**src/rtl/nn_pkg.sv**
```systemverilog
// Shared definitions for the time-multiplexed neuron layer: FSM encoding,
// width helpers and the output saturate/ReLU stage.
package nn_pkg;

    typedef enum logic [1:0] {
        S_IDLE = 2'd0,
        S_MAC  = 2'd1,
        S_OUT  = 2'd2
    } state_t;

    // Ceiling log2, never below 1 so it can size a port or counter directly.
    function automatic int clog2(input int v);
        int r;
        r = 0;
        while ((1 << r) < v) r++;
        return (r < 1) ? 1 : r;
    endfunction

    function automatic int min_acc_w(input int data_w, input int n_in);
        return 2 * data_w + clog2(n_in + 1);
    endfunction

    function automatic logic signed [63:0] sat_relu(input logic signed [63:0] v,
                                                    input int data_w,
                                                    input bit relu);
        logic signed [63:0] hi;
        logic signed [63:0] lo;
        logic signed [63:0] r;
        hi = (64'sd1 <<< (data_w - 1)) - 64'sd1;
        lo = -(64'sd1 <<< (data_w - 1));
        if (v > hi)
            r = hi;
        else if (v < lo)
            r = lo;
        else
            r = v;
        if (relu && (r < 64'sd0))
            r = 64'sd0;
        return r;
    endfunction

endpackage

```
**src/rtl/nn_mac_unit.sv**
```systemverilog
// Single multiplier/accumulator: loads bias or accumulates one product per
// enabled cycle and exposes the rescaled, saturated value of the next acc.
module nn_mac_unit
    import nn_pkg::*;
#(
    parameter int DATA_W   = 16,
    parameter int FRAC_W   = 8,
    parameter int ACC_W    = 40,
    parameter int RELU_OUT = 1
) (
    input  logic              clk,
    input  logic              rst,
    input  logic              en,
    input  logic              load,
    input  logic [DATA_W-1:0] x,
    input  logic [DATA_W-1:0] w,
    input  logic [DATA_W-1:0] bias,
    output logic [DATA_W-1:0] res
);

    logic signed [DATA_W-1:0]   x_s;
    logic signed [DATA_W-1:0]   w_s;
    logic signed [DATA_W-1:0]   b_s;
    logic signed [2*DATA_W-1:0] prod;
    logic signed [ACC_W-1:0]    prod_ext;
    logic signed [ACC_W-1:0]    bias_ext;
    logic signed [ACC_W-1:0]    acc;
    logic signed [ACC_W-1:0]    acc_nx;
    logic signed [ACC_W-1:0]    acc_shr;

    assign x_s      = $signed(x);
    assign w_s      = $signed(w);
    assign b_s      = $signed(bias);
    assign prod     = x_s * w_s;
    assign prod_ext = ACC_W'(prod);
    assign bias_ext = ACC_W'(b_s) <<< FRAC_W;
    assign acc_nx   = load ? (bias_ext + prod_ext) : (acc + prod_ext);

    // Arithmetic shift floors toward -inf; no rounding term is added.
    assign acc_shr  = acc_nx >>> FRAC_W;
    assign res      = DATA_W'(sat_relu(64'(acc_shr), DATA_W, RELU_OUT != 0));

    always_ff @(posedge clk or posedge rst) begin
        if (rst)
            acc <= '0;
        else if (en)
            acc <= acc_nx;
    end

endmodule

```
**src/rtl/neuron_layer_mac.sv**
```systemverilog
// Fully-connected layer of N_OUT neurons over N_IN inputs, sharing one MAC:
// FSM, loop counters, weight/bias register file and result buffering.
module neuron_layer_mac
    import nn_pkg::*;
#(
    parameter int N_IN     = 3,
    parameter int N_OUT    = 2,
    parameter int DATA_W   = 16,
    parameter int FRAC_W   = 8,
    parameter int ACC_W    = 40,
    parameter int RELU_OUT = 1
) (
    input  logic                                  clk,
    input  logic                                  rst,
    input  logic                                  wen,
    input  logic [clog2(N_OUT*(N_IN+1))-1:0]      waddr,
    input  logic [DATA_W-1:0]                     wdata,
    input  logic                                  in_valid,
    output logic                                  in_ready,
    input  logic [N_IN*DATA_W-1:0]                in_data,
    output logic                                  out_valid,
    input  logic                                  out_ready,
    output logic [N_OUT*DATA_W-1:0]               out_data,
    output logic                                  busy
);

    localparam int N_W = N_OUT * (N_IN + 1);
    localparam int AW  = clog2(N_W);
    localparam int IW  = clog2(N_IN);
    localparam int JW  = clog2(N_OUT);

    if (ACC_W < min_acc_w(DATA_W, N_IN)) begin : g_acc_w_check
        $error("ACC_W too small for DATA_W and N_IN");
    end

    state_t                   state, state_nx;
    logic [IW-1:0]            cnt_i;
    logic [JW-1:0]            cnt_j;
    logic                     last_i, last_j;
    logic                     accept, mac_en, w_ok;
    logic [AW-1:0]            w_idx, b_idx;
    logic [DATA_W-1:0]        res;
    logic [N_OUT*DATA_W-1:0]  out_q;
    logic signed [DATA_W-1:0] wreg    [N_W];
    logic signed [DATA_W-1:0] in_arr  [N_IN];
    logic signed [DATA_W-1:0] res_buf [N_OUT];

    assign last_i   = (cnt_i == IW'(N_IN - 1));
    assign last_j   = (cnt_j == JW'(N_OUT - 1));
    assign accept   = in_valid & in_ready;
    assign mac_en   = (state == S_MAC);
    assign w_idx    = AW'(int'(cnt_j) * (N_IN + 1) + int'(cnt_i));
    assign b_idx    = AW'(int'(cnt_j) * (N_IN + 1) + N_IN);
    assign out_data = out_q;

    // Writes are frozen during MAC so a running vector never sees mixed weights.
    assign w_ok = wen && (state != S_MAC) && ({1'b0, waddr} < (AW+1)'(N_W));

    always_ff @(posedge clk or posedge rst) begin
        if (rst)
            state <= S_IDLE;
        else
            state <= state_nx;
    end

    always_comb begin
        state_nx  = state;
        in_ready  = 1'b0;
        out_valid = 1'b0;
        busy      = 1'b0;
        case (state)
            S_IDLE: begin
                in_ready = 1'b1;
                if (in_valid)
                    state_nx = S_MAC;
            end
            S_MAC: begin
                busy = 1'b1;
                if (last_i && last_j)
                    state_nx = S_OUT;
            end
            S_OUT: begin
                out_valid = 1'b1;
                if (out_ready) begin
                    in_ready = 1'b1;
                    state_nx = in_valid ? S_MAC : S_IDLE;
                end
            end
            default: state_nx = S_IDLE;
        endcase
    end

    always_ff @(posedge clk or posedge rst) begin
        if (rst) begin
            cnt_i <= '0;
            cnt_j <= '0;
        end else if (mac_en) begin
            if (last_i) begin
                cnt_i <= '0;
                cnt_j <= last_j ? '0 : cnt_j + JW'(1);
            end else begin
                cnt_i <= cnt_i + IW'(1);
            end
        end else begin
            cnt_i <= '0;
            cnt_j <= '0;
        end
    end

    always_ff @(posedge clk or posedge rst) begin
        if (rst) begin
            for (int k = 0; k < N_W; k++)
                wreg[k] <= '0;
        end else if (w_ok) begin
            wreg[waddr] <= $signed(wdata);
        end
    end

    always_ff @(posedge clk) begin
        if (accept)
            for (int k = 0; k < N_IN; k++)
                in_arr[k] <= $signed(in_data[k*DATA_W +: DATA_W]);
    end

    nn_mac_unit #(
        .DATA_W   (DATA_W),
        .FRAC_W   (FRAC_W),
        .ACC_W    (ACC_W),
        .RELU_OUT (RELU_OUT)
    ) u_mac (
        .clk  (clk),
        .rst  (rst),
        .en   (mac_en),
        .load (cnt_i == '0),
        .x    (in_arr[cnt_i]),
        .w    (wreg[w_idx]),
        .bias (wreg[b_idx]),
        .res  (res)
    );

    // Results park in res_buf so out_data only changes on entry to OUT.
    always_ff @(posedge clk) begin
        if (mac_en && last_i)
            res_buf[cnt_j] <= $signed(res);
    end

    always_ff @(posedge clk or posedge rst) begin
        if (rst) begin
            out_q <= '0;
        end else if (mac_en && last_i && last_j) begin
            for (int k = 0; k < N_OUT; k++)
                out_q[k*DATA_W +: DATA_W] <= (k == N_OUT - 1) ? res : res_buf[k];
        end
    end

endmodule

```
**config.mk**
```make
export PLATFORM = sky130hd
export DESIGN_NAME = neuron_layer_mac
export DESIGN_NICKNAME = d
export VERILOG_FILES = /design/src/rtl/nn_pkg.sv /design/src/rtl/nn_mac_unit.sv /design/src/rtl/neuron_layer_mac.sv
export SDC_FILE = /design/constraint.sdc
export NUM_CORES = 1
export LEC_CHECK = 0
export CORE_ASPECT_RATIO = 1.75
export CORE_MARGIN = 2
export CORE_UTILIZATION = 57
export DETAILED_ROUTE_END_ITERATION = 10
export GPL_ROUTABILITY_DRIVEN = 1
export PLACE_DENSITY = 0.79
export SYNTH_ARGS = -nofsm -noshare
export SYNTH_HDL_FRONTEND = slang
export SYNTH_SLANG_ARGS = --single-unit
```
**constraint.sdc**
```tcl
create_clock -name clk -period 11.1 [get_ports clk]
set_clock_uncertainty 0.15 [all_clocks]
set_input_delay 1.665 -clock clk [delete_from_list [all_inputs] [get_ports clk]]
set_output_delay 1.665 -clock clk [all_outputs]
set_load 0.01 [all_outputs]
```
==> results_dict.tcl <==
set metrics [dict create \
    clk_pin_slew_ns 0.07 \
    cts_num_sinks 269 \
    relSlewSlack 0.176 \
    cp.required_ns 11.36 \
    setup_viol_count_final 0 \
    drc 0 \
    antenna_found_initial 1 \
    async_flop_share 0.762 \
    critPathKind "flip-flop to flip-flop" \
    status "finished, final reports clean" \
    fin_setup_tns_ns 0 \
    wl_per_cell_um 23.1 \
    maxCapViolCount 0 \
    first_iter_violations 1505 \
    synthesis.area_um2 24800 \
    cp_max_fo 7 \
    synth_cells 2450 \
    grt_usage 0.344 \
    final_hold_viol_count 0 \
    fmax_mhz 92.1 \
    period_share 0.978 \
    synth_ff_type "dfrtp_1" \
    slew_violations 0 \
    ys_ff_latch 269 \
    max_stage_delay_ns 0.58 \
    stdcell_count 3326 \
    clockBufferDepth 3 \
    dp.cells 3240 \
    viasPerCell 6.05 \
    die_h_um 280 \
    grt_pass1_vias 22039 \
    grt_overflow 0 \
    areaGrowthSynthToFinish_pct 20.1 \
    drive_gt1_frac 0.223 \
    final_cell_mix "314 x inv_1, 287 x nand2_1, 257 x fa_1" \
    synth-edff-count 64 \
    cp-end-kind "flip-flop" \
    coreArea_um2 43100 \
    hold_path.class "flip-flop to flip-flop" \
    ys_warn_count 0 \
    routed_wl_um 76700 \
    ant_nets 0 \
    numCtsBuffers 26 \
    ios 107 \
    root_buffer "clkbuf_16" \
    vias 20128 \
    post-route-cell-area_um2 29700 \
    tightest_slew_ns 1.23 \
    place_area_um2 27900 \
    cts_htree_levels 1 \
    start_util 0.575 \
    synth.distinct_cells 78 \
    nets 3222 \
    post-place-ws_ns -0.315 \
    dr.pass1.iters 5 \
    setup_slack_ns 0.246 \
    die_area_um2 45200 \
    syn_nets 2932 \
    die_x_um 162 \
    crit_arrival_ns 11.12 \
    postSynthAreaPerCell_um2 10.1 \
    postCtsHoldBufs 0 \
    grt_start_max_net_pins 137 \
    cts_tree "built" \
    grt_pass1_wl_um 118000 \
    io_buffer_count 106 \
    cpMostUsedCell "buf_4" \
    fillers 3167 \
    setup.worst_path.start_class "flip-flop" \
    final_common_cell "inv_1" \
    clkLatencyLatePin_ns 0.59 \
    synth-seq-area-share 0.285 \
    place.gp.congestion 0.988 \
    r2r_slack_ns 0.25 \
    hpwl_um 58700 \
    rows 101 \
    crit_slowest_cell "fa_2" \
    post-route-min-period_ns 10.85 \
]
==> flip-flops by register name (all words and copies together), names as in the netlist <==
register	count
wreg	128
cnt_j	1
in_arr	48
res_buf	16
u_mac.acc	40
state	2
out_data	32
cnt_i	2
==> final timing paths <==
path	end	depth (start not counted)	start
worst min-delay path	out_data[0]	2	res_buf[0][0]
worst min register to register	out_data[0]	2	res_buf[0][0]
max in group asynchronous	u_mac.acc[5]	3	rst
min in group asynchronous	wreg[31]	2	rst
worst max-delay path	out_data[16]	44	cnt_i[0]
worst max register to register	out_data[16]	44	cnt_i[0]
==> kinds of logic after synthesis <==
kind of cell / after synthesis / share of synthesized area
buf+inv: 412 / 0.0632
mux: 227 / 0.116
compound gates: 408 / 0.104
flops: 269 / 0.285
simple gates: 643 / 0.116
xor+xnor: 81 / 0.0286
fa+ha+maj: 410 / 0.287
==> routing by layer <==
| layer | up-vias | global-route usage | share of wire |
|---|---|---|---|
| li1 | 8808 | - | - |
| met1 | 10056 | 0.355 | 0.33 |
| met2 | 885 | 0.613 | 0.52 |
| met3 | 379 | 0.0426 | 0.056 |
| met4 | 0 | 0.292 | 0.10 |
| met5 | - | 0 | 0 |
==> Yosys cell counts (40+ instances only) <==
library cell	n	area share
inv_1	320	0.049
nand2_1	287	0.044
fa_1	264	0.21
dfrtp_1	205	0.21
nor2_1	175	0.027
mux2_2	155	0.070
ha_1	146	0.074
o21ai_0	112	0.023
a21oi_1	87	0.018
clkbuf_1	72	0.011
edfxtp_1	64	0.078
xnor2_1	59	0.021
mux2i_1	40	0.016
==> area by class of cell <==
| type | instances | area, um2 | share of cell area |
|---|---|---|---|
| Inverter | 321 | 1220 | 0.0409 |
| Antenna cell | 1 | 2.50 | 0.0000841 |
| Multi-Input combinational cell | 1769 | 16800 | 0.565 |
| Clock buffer | 32 | 694 | 0.0233 |
| Tap cell | 566 | 708 | 0.0238 |
| Timing Repair Buffer | 353 | 3100 | 0.104 |
| Sequential cell | 269 | 7060 | 0.237 |
| Clock inverter | 15 | 145 | 0.00488 |
==> worst max-delay path: cells and delay by family, from the launching register on <==
family / cells / cell delay [ns]
flops: 1 / 0.54
buf+inv: 12 / 1.45
simple gates: 8 / 1.14
xor+xnor: 2 / 0.58
mux: 3 / 0.76
fa+ha+maj: 9 / 4.17
compound gates: 10 / 1.87
==> timing repair <==
action | in CTS | in global routing
setup endpoints to repair | 32 | 32
gates cloned | 0 | 1
pin swaps | 3 | 65
setup buffers | 8 | 29
gates resized for setup | 13 | 142
==> per-stage QoR <==
step                      utilization  hold WS, ns
after floorplan                     -        0.265
after global placement          0.648        0.273
after detailed placement        0.648        0.278
after CTS                       0.670        0.294
after global routing            0.690        0.323
final                           0.690        0.294
Power is left out: the tool's default activity adds up to more than one toggle a clock period on the data nets, which glitch-free logic cannot reach.
